**config.mk**
```make
export PLATFORM = sky130hd
export DESIGN_NAME = ptr_reader_flat
export DESIGN_NICKNAME = d
export VERILOG_FILES = /design/src/rtl/ptr_reader_pkg.sv /design/src/rtl/ptr_reader_if.sv /design/src/rtl/ptr_word_asm.sv /design/src/rtl/ptr_reader.sv /design/src/flat_wrapper.sv
export SDC_FILE = /design/constraint.sdc
export NUM_CORES = 1
export LEC_CHECK = 0
export ABC_CLOCK_PERIOD_IN_PS = 5600
export CAP_MARGIN = 25
export CELL_PAD_IN_SITES_DETAIL_PLACEMENT = 1
export CELL_PAD_IN_SITES_GLOBAL_PLACEMENT = 1
export CORE_MARGIN = 3
export CORE_UTILIZATION = 27
export CTS_CLUSTER_DIAMETER = 100
export DETAILED_ROUTE_END_ITERATION = 7
export GPL_TIMING_DRIVEN = 0
export MAX_ROUTING_LAYER = met4
export PLACE_DENSITY = 0.65
export SLEW_MARGIN = 25
export SYNTH_ARGS = -nofsm -noshare
export SYNTH_HDL_FRONTEND = slang
export SYNTH_SLANG_ARGS = --single-unit
```
**constraint.sdc**
```tcl
create_clock -name clk -period 5.6 [get_ports clk]
set_input_delay 0.56 -clock clk [delete_from_list [all_inputs] [get_ports clk]]
set_output_delay 0.56 -clock clk [all_outputs]
set_load 0.02 [all_outputs]
```
**src/rtl/ptr_reader_pkg.sv**
```systemverilog
// Shared constants for the PDP-6 paper-tape reader (device 104).
// IO bus words are numbered [0:35] with bit 0 as the MSB, as on the machine.
package ptr_reader_pkg;

  // Device select code for the reader, as it appears on iobus_ios[3:9].
  localparam logic [6:0] DEV_PTR = 7'b0010001;

  // Default tape motion time, in idle clocks, after each accepted frame.
  localparam int FRAME_GAP_DEF = 4;

  // CONO / CONI field positions in the [0:35] bus word.
  localparam int BIT_DONE   = 30;
  localparam int BIT_BUSY   = 31;
  localparam int BIT_BINARY = 32;
  localparam int BIT_PIA_HI = 33;
  localparam int BIT_PIA_LO = 35;

  // Hole 8 marks a data frame in binary mode.
  localparam logic [7:0] FRAME_HOLE8 = 8'h80;

  typedef logic [0:35] io_word_t;

  typedef enum logic [1:0] {
    S_IDLE,
    S_WAIT,
    S_GAP
  } dp_state_t;

  // Status word as returned by CONI.
  function automatic io_word_t coni_word(input logic done, input logic busy,
                                         input logic binary, input logic [2:0] pia);
    io_word_t w;
    w = '0;
    w[BIT_DONE]              = done;
    w[BIT_BUSY]              = busy;
    w[BIT_BINARY]            = binary;
    w[BIT_PIA_HI:BIT_PIA_LO] = pia;
    return w;
  endfunction

endpackage

```
**src/rtl/ptr_reader_if.sv**
```systemverilog
// IO bus slice seen by the reader plus the host-side tape frame stream.
interface ptr_reader_if;
  logic        iobus_iob_reset;
  logic [3:9]  iobus_ios;
  logic        iobus_datai;
  logic        iobus_status;
  logic        iobus_cono_clear;
  logic        iobus_cono_set;
  logic [0:35] iobus_iob_in;
  logic [0:35] iobus_iob_out;
  logic [1:7]  iobus_pi_req;
  logic        frame_valid;
  logic [7:0]  frame_data;
  logic        frame_ready;

  // Device side.
  modport slave (
    input  iobus_iob_reset, iobus_ios, iobus_datai, iobus_status,
           iobus_cono_clear, iobus_cono_set, iobus_iob_in,
           frame_valid, frame_data,
    output iobus_iob_out, iobus_pi_req, frame_ready
  );

  // Processor / host side.
  modport master (
    output iobus_iob_reset, iobus_ios, iobus_datai, iobus_status,
           iobus_cono_clear, iobus_cono_set, iobus_iob_in,
           frame_valid, frame_data,
    input  iobus_iob_out, iobus_pi_req, frame_ready
  );
endinterface

```
**src/rtl/ptr_word_asm.sv**
```systemverilog
// Word assembly: alphanumeric frames load directly, binary hole-8 frames
// shift in six bits at a time. complete flags the frame that finishes a word.
module ptr_word_asm
  import ptr_reader_pkg::*;
(
  input  logic       clk,
  input  logic       reset,
  input  logic       clear,
  input  logic       load,
  input  logic       binary,
  input  logic [7:0] frame,
  output io_word_t   word,
  output logic       complete
);

  logic [2:0] fcnt;
  logic       hole8;

  assign hole8    = (frame & FRAME_HOLE8) != 8'h00;
  assign complete = load && (!binary || (hole8 && fcnt == 3'd5));

  // Shift register and frame count; binary frames without hole 8 are dropped.
  always_ff @(posedge clk) begin
    if (!reset || clear) begin
      word <= '0;
      fcnt <= '0;
    end else if (load) begin
      if (!binary) begin
        word <= {28'b0, frame};
      end else if (hole8) begin
        word <= {word[6:35], frame[5:0]};
        fcnt <= (fcnt == 3'd5) ? 3'd0 : fcnt + 3'd1;
      end
    end
  end

endmodule

```
**src/rtl/ptr_reader.sv**
```systemverilog
// PDP-6 paper-tape reader: IO bus decode, CONO/CONI flags, DATAI, PI request
// and the frame pacing state machine around the word assembler.
//
//   state  | meaning
//   -------+---------------------------------------------------------
//   S_IDLE | busy=0, gap=0: no word requested, frames held off
//   S_WAIT | busy=1, gap=0: frame_ready, next frame accepted
//   S_GAP  | gap!=0: tape in motion, gap counter runs down to 0
module ptr_reader
  import ptr_reader_pkg::*;
#(
  parameter logic [6:0] DEV_SEL   = DEV_PTR,
  parameter int         FRAME_GAP = FRAME_GAP_DEF
) (
  input  logic         clk,
  input  logic         reset,
  ptr_reader_if.slave  bus
);

  localparam logic [7:0] GAP_LOAD = 8'(FRAME_GAP);

  logic       sel, io_rst, live;
  logic       s_clear, s_set, s_datai, strobe;
  logic       accept, word_done, asm_clear;
  logic [2:0] pia_q, pia_n;
  logic       binary_q, binary_n;
  logic       busy_q, busy_n;
  logic       done_q, done_n;
  logic [7:0] gap_q, gap_n;
  logic [1:7] pi_q, pi_n;
  dp_state_t  state_q, state_n;
  io_word_t   word;
  logic       unused_iob;

  assign sel     = bus.iobus_ios == DEV_SEL;
  assign io_rst  = bus.iobus_iob_reset;
  assign live    = reset && !io_rst;
  assign s_clear = sel && bus.iobus_cono_clear;
  assign s_set   = sel && bus.iobus_cono_set;
  assign s_datai = sel && bus.iobus_datai;
  assign strobe  = s_clear || s_set || s_datai;

  // Only the low six CONO bits carry reader state.
  assign unused_iob = ^bus.iobus_iob_in[0:29];

  assign bus.frame_ready  = live && (state_q == S_WAIT) && !strobe;
  assign accept           = bus.frame_valid && bus.frame_ready;
  assign bus.iobus_pi_req = live ? pi_q : '0;

  ptr_word_asm u_asm (
    .clk      (clk),
    .reset    (reset),
    .clear    (asm_clear),
    .load     (accept),
    .binary   (binary_q),
    .frame    (bus.frame_data),
    .word     (word),
    .complete (word_done)
  );

  // Next flags, gap count and state, applied in bus priority order.
  always_comb begin
    pia_n     = pia_q;
    binary_n  = binary_q;
    busy_n    = busy_q;
    done_n    = done_q;
    gap_n     = (gap_q != 8'd0) ? gap_q - 8'd1 : gap_q;
    asm_clear = 1'b0;
    if (io_rst) begin
      pia_n     = '0;
      binary_n  = 1'b0;
      busy_n    = 1'b0;
      done_n    = 1'b0;
      gap_n     = '0;
      asm_clear = 1'b1;
    end else if (s_clear) begin
      pia_n     = '0;
      binary_n  = 1'b0;
      busy_n    = 1'b0;
      done_n    = 1'b0;
      gap_n     = '0;
      asm_clear = 1'b1;
    end else if (s_set) begin
      pia_n    = pia_q | bus.iobus_iob_in[BIT_PIA_HI:BIT_PIA_LO];
      binary_n = binary_q | bus.iobus_iob_in[BIT_BINARY];
      busy_n   = busy_q | bus.iobus_iob_in[BIT_BUSY];
      done_n   = done_q | bus.iobus_iob_in[BIT_DONE];
      // A fresh request starts a clean word.
      if (!busy_q && bus.iobus_iob_in[BIT_BUSY]) asm_clear = 1'b1;
    end else if (s_datai) begin
      done_n    = 1'b0;
      busy_n    = 1'b1;
      asm_clear = 1'b1;
    end else if (accept) begin
      gap_n = GAP_LOAD;
      if (word_done) begin
        done_n = 1'b1;
        busy_n = 1'b0;
      end
    end
    if (gap_n != 8'd0)
      state_n = S_GAP;
    else if (busy_n)
      state_n = S_WAIT;
    else
      state_n = S_IDLE;
    // PI follows the current flags, so it lags done by one clock.
    for (int i = 1; i <= 7; i++)
      pi_n[i] = done_q && (pia_q == 3'(i));
  end

  // Flag, gap, state and PI registers.
  always_ff @(posedge clk) begin
    if (!reset) begin
      pia_q    <= '0;
      binary_q <= 1'b0;
      busy_q   <= 1'b0;
      done_q   <= 1'b0;
      gap_q    <= '0;
      state_q  <= S_IDLE;
      pi_q     <= '0;
    end else begin
      pia_q    <= pia_n;
      binary_q <= binary_n;
      busy_q   <= busy_n;
      done_q   <= done_n;
      gap_q    <= gap_n;
      state_q  <= state_n;
      pi_q     <= io_rst ? '0 : pi_n;
    end
  end

  // DATAI returns the word, CONI the flags; the bus is 0 otherwise.
  always_comb begin
    bus.iobus_iob_out = '0;
    if (live) begin
      if (s_datai)
        bus.iobus_iob_out = word;
      else if (sel && bus.iobus_status)
        bus.iobus_iob_out = coni_word(done_q, busy_q, binary_q, pia_q);
    end
  end

endmodule

```
**src/flat_wrapper.sv**
```systemverilog
// flat-port wrapper written by rule: the top's interface ports become plain ports
module ptr_reader_flat import ptr_reader_pkg::*;
#(
  parameter logic [6:0] DEV_SEL   = DEV_PTR,
  parameter int         FRAME_GAP = FRAME_GAP_DEF
)
  (clk, reset, bus_iobus_iob_reset, bus_iobus_ios, bus_iobus_datai, bus_iobus_status, bus_iobus_cono_clear, bus_iobus_cono_set, bus_iobus_iob_in, bus_frame_valid, bus_frame_data, bus_iobus_iob_out, bus_iobus_pi_req, bus_frame_ready);
  ptr_reader_if bus_i ();
  input  logic clk;
  input  logic reset;
  input wire logic [$bits(bus_i.iobus_iob_reset)-1:0] bus_iobus_iob_reset;
  input wire logic [$bits(bus_i.iobus_ios)-1:0] bus_iobus_ios;
  input wire logic [$bits(bus_i.iobus_datai)-1:0] bus_iobus_datai;
  input wire logic [$bits(bus_i.iobus_status)-1:0] bus_iobus_status;
  input wire logic [$bits(bus_i.iobus_cono_clear)-1:0] bus_iobus_cono_clear;
  input wire logic [$bits(bus_i.iobus_cono_set)-1:0] bus_iobus_cono_set;
  input wire logic [$bits(bus_i.iobus_iob_in)-1:0] bus_iobus_iob_in;
  input wire logic [$bits(bus_i.frame_valid)-1:0] bus_frame_valid;
  input wire logic [$bits(bus_i.frame_data)-1:0] bus_frame_data;
  output wire logic [$bits(bus_i.iobus_iob_out)-1:0] bus_iobus_iob_out;
  output wire logic [$bits(bus_i.iobus_pi_req)-1:0] bus_iobus_pi_req;
  output wire logic [$bits(bus_i.frame_ready)-1:0] bus_frame_ready;
  assign bus_i.iobus_iob_reset = bus_iobus_iob_reset;
  assign bus_i.iobus_ios = bus_iobus_ios;
  assign bus_i.iobus_datai = bus_iobus_datai;
  assign bus_i.iobus_status = bus_iobus_status;
  assign bus_i.iobus_cono_clear = bus_iobus_cono_clear;
  assign bus_i.iobus_cono_set = bus_iobus_cono_set;
  assign bus_i.iobus_iob_in = bus_iobus_iob_in;
  assign bus_i.frame_valid = bus_frame_valid;
  assign bus_i.frame_data = bus_frame_data;
  assign bus_iobus_iob_out = bus_i.iobus_iob_out;
  assign bus_iobus_pi_req = bus_i.iobus_pi_req;
  assign bus_frame_ready = bus_i.frame_ready;
  ptr_reader #(.DEV_SEL(DEV_SEL), .FRAME_GAP(FRAME_GAP)) u_core (.clk(clk), .reset(reset), .bus(bus_i));
endmodule
```
==> run metrics <==
Post-Syn Nets=359; Root Buffer=clkbuf_8; clk sinks=62; Post-CTS Setup Repair Bufs=0; normalized max-slew margin=0.529; max-capacitance violation count=0; WL final=7.24 mm; CP required=5.04 ns; Post-DP Area=3630 sq um; PwrDens=304 nW/um^2; total grt overflow=0; die area=11400 sq um; measured slew at the worst slew-check pin=0.705 ns; fin area=3850 sq um; Leak=1.40 nW; most frequent cell after synthesis=dfxtp_1; Final WS setup=1.47 ns; CTS Buffer Depth=2; clock skew=0.0152 ns; worst hold-check path type=flip-flop to flip-flop; total power=1.17 mW; First DRT Iteration DRCs=85; biggest area consumer among synthesized cells=dfxtp_1; Hold Buf Count CTS=0; status=completed; core area=9820 sq um; Avg Synthesized Cell Area=9.22 sq um; final cycle utilization of the critical path=0.737; Yosys Warn Count=0; global-route usage over all layers=0.137; Remaining DRCs=0; EDFF count, synth=0; vias in the first global route=2524; RSZ-0062 raised after global routing=false; initial antenna violation count=0; sequential share of the synthesized area=0.452; clock latency at the later pin of the worst-skew pair=0.34 ns; Area Growth Syn to Fin=40.2%; Hold WS=0.478 ns; final-report hold violation count=0; Netlist cell types=47; fmax=242 MHz; # diodes=0; Initial Utilization=0.280; CTS tree=yes; Yosys top cell area share=0.452; Synth Flop Type=dfxtp_1; Vias per Instance=4.63; Synth Register Bits=62; Period minus WS final=4.13 ns; worst-path maximum fanout=10; post_cts resized=0; type of element capturing the critical path=output port; Max Transition Viols Final=0; cell count after synthesis=298; Fin Setup TNS=0 ns; worst vdd ir=0.000124 V; share of cells above drive strength 1=0.0779; asr flop ratio synth=0; Die Ht=107 um; # rows=36; final core utilization=0.393; fillers=1194; Final Non-Filler Cells=518; CP Launch Type=input port; Place WS=1.45 ns; TritonCTS buffer count=9; Commonest cells post-synth=dfxtp_1 (62), nor2_1 (41), and2_1 (39), a22o_1 (28), nand2_1 (21); Avg WL per Cell=14.0 um; Mapped Area=2750 sq um; GP Congestion=0.701; synth top area cells=dfxtp_1 (45%), a22o_1 (8.9%), and2_1 (8.9%); dpl hpwl=5.61 mm; largest net degree at the start of global routing=14; DR vias=2400; H-Tree Depth=3; ANT nets after route=0; Pre-Repair DR Iteration Count=4; Final Setup Violations=0; clock-pin slew on the worst setup and hold paths=0.07 ns; Die X=107 um; nets=441; I/O pins=103; first-pass GRT wire length=12.2 mm; CP arrival=3.57 ns; Post-Place Cells=502; port buffer count=71; Setup CP Type=input port to output port
registers in the layout, indices dropped and copies added, names as in the netlist:
register	flops
u_core.u_asm.word	36
u_core.gap_q	8
u_core.pi_q	7
u_core.pia_q	3
u_core.u_asm.fcnt	3
u_core.state_q	2
u_core.binary_q	1
u_core.busy_q	1
u_core.done_q	1
per-layer routing:
| metal | global-route usage | routed length [um] |
|---|---|---|
| met5 | - | 0 |
| met4 | 0.0466 | 91 |
| met3 | 0.0247 | 330 |
| met2 | 0.220 | 3300 |
| met1 | 0.174 | 3510 |
worst max-delay path, cell delays in order:
cell and delay [ns]:
clkdlybuf4s50_1 0.44, nor3b_1 0.58, and2_0 0.21, clkbuf_1 0.32
and3_1 0.30, clkbuf_1 0.32, and2_1 0.21, clkdlybuf4s50_1 0.62
layout make-up:
class                      count  area, sq um  share of cell area
buffer                        15         90.1              0.0234
timing repair buffer          71          711               0.184
clock inverter                 7          105              0.0273
sequential                    62         1240               0.322
inverter                       6         22.5             0.00584
clock buffer                   9          124              0.0321
tap                          133          166              0.0432
multi-input combinational    215         1400               0.362
cell families (layout without fill, tap and decap cells):
logic type | Yosys count | count (layout) | synth area share
multiplexers | 8 | 8 | 0.0291
AND/OR/NAND/NOR | 139 | 139 | 0.274
buffers and inverters | 21 | 108 | 0.0410
XOR/XNOR | 8 | 8 | 0.0255
adder cells (fa/ha/maj) | 2 | 2 | 0.00910
AO/OA/AOI/OAI | 58 | 58 | 0.170
flip-flops | 62 | 62 | 0.452
cell usage in the layout (no fill, tap or decap), types with 3 or more instances in the layout:
master	netlist	routed
clkdlybuf4s50_1	0	71
dfxtp_1	62	62
nor2_1	41	41
and2_1	39	39
a22o_1	28	28
nand2_1	21	21
a21oi_1	11	11
clkbuf_8	0	9
clkbuf_1	8	8
mux2i_1	8	8
inv_1	6	6
a31oi_1	6	6
nand3_1	5	5
nand2b_1	5	5
buf_6	4	4
xor2_1	4	4
xnor2_1	4	4
buf_2	3	3
nor3_1	3	3
path summary, 6_finish.rpt:
check             slack, ns                                 end  cells after the start                                from
setup / recovery       1.47                bus_iobus_iob_out[8]                      8                    bus_iobus_ios[0]
hold / removal         0.48  u_core.u_asm.word[30]$_SDFFE_PP0P_                      1  u_core.u_asm.word[30]$_SDFFE_PP0P_
hold reg to reg        0.48  u_core.u_asm.word[30]$_SDFFE_PP0P_                      1  u_core.u_asm.word[30]$_SDFFE_PP0P_
setup reg to reg       3.58        u_core.state_q[0]$_SDFF_PP0_                      7          u_core.gap_q[0]$_SDFF_PN0_
power by group:
part | internal, mW | switching [mW]
logic | 0.106 | 0.125
clock network | 0.258 | 0.200
registers | 0.462 | 0.0205
No activity file was read; power rests on OpenSTA's default activity.
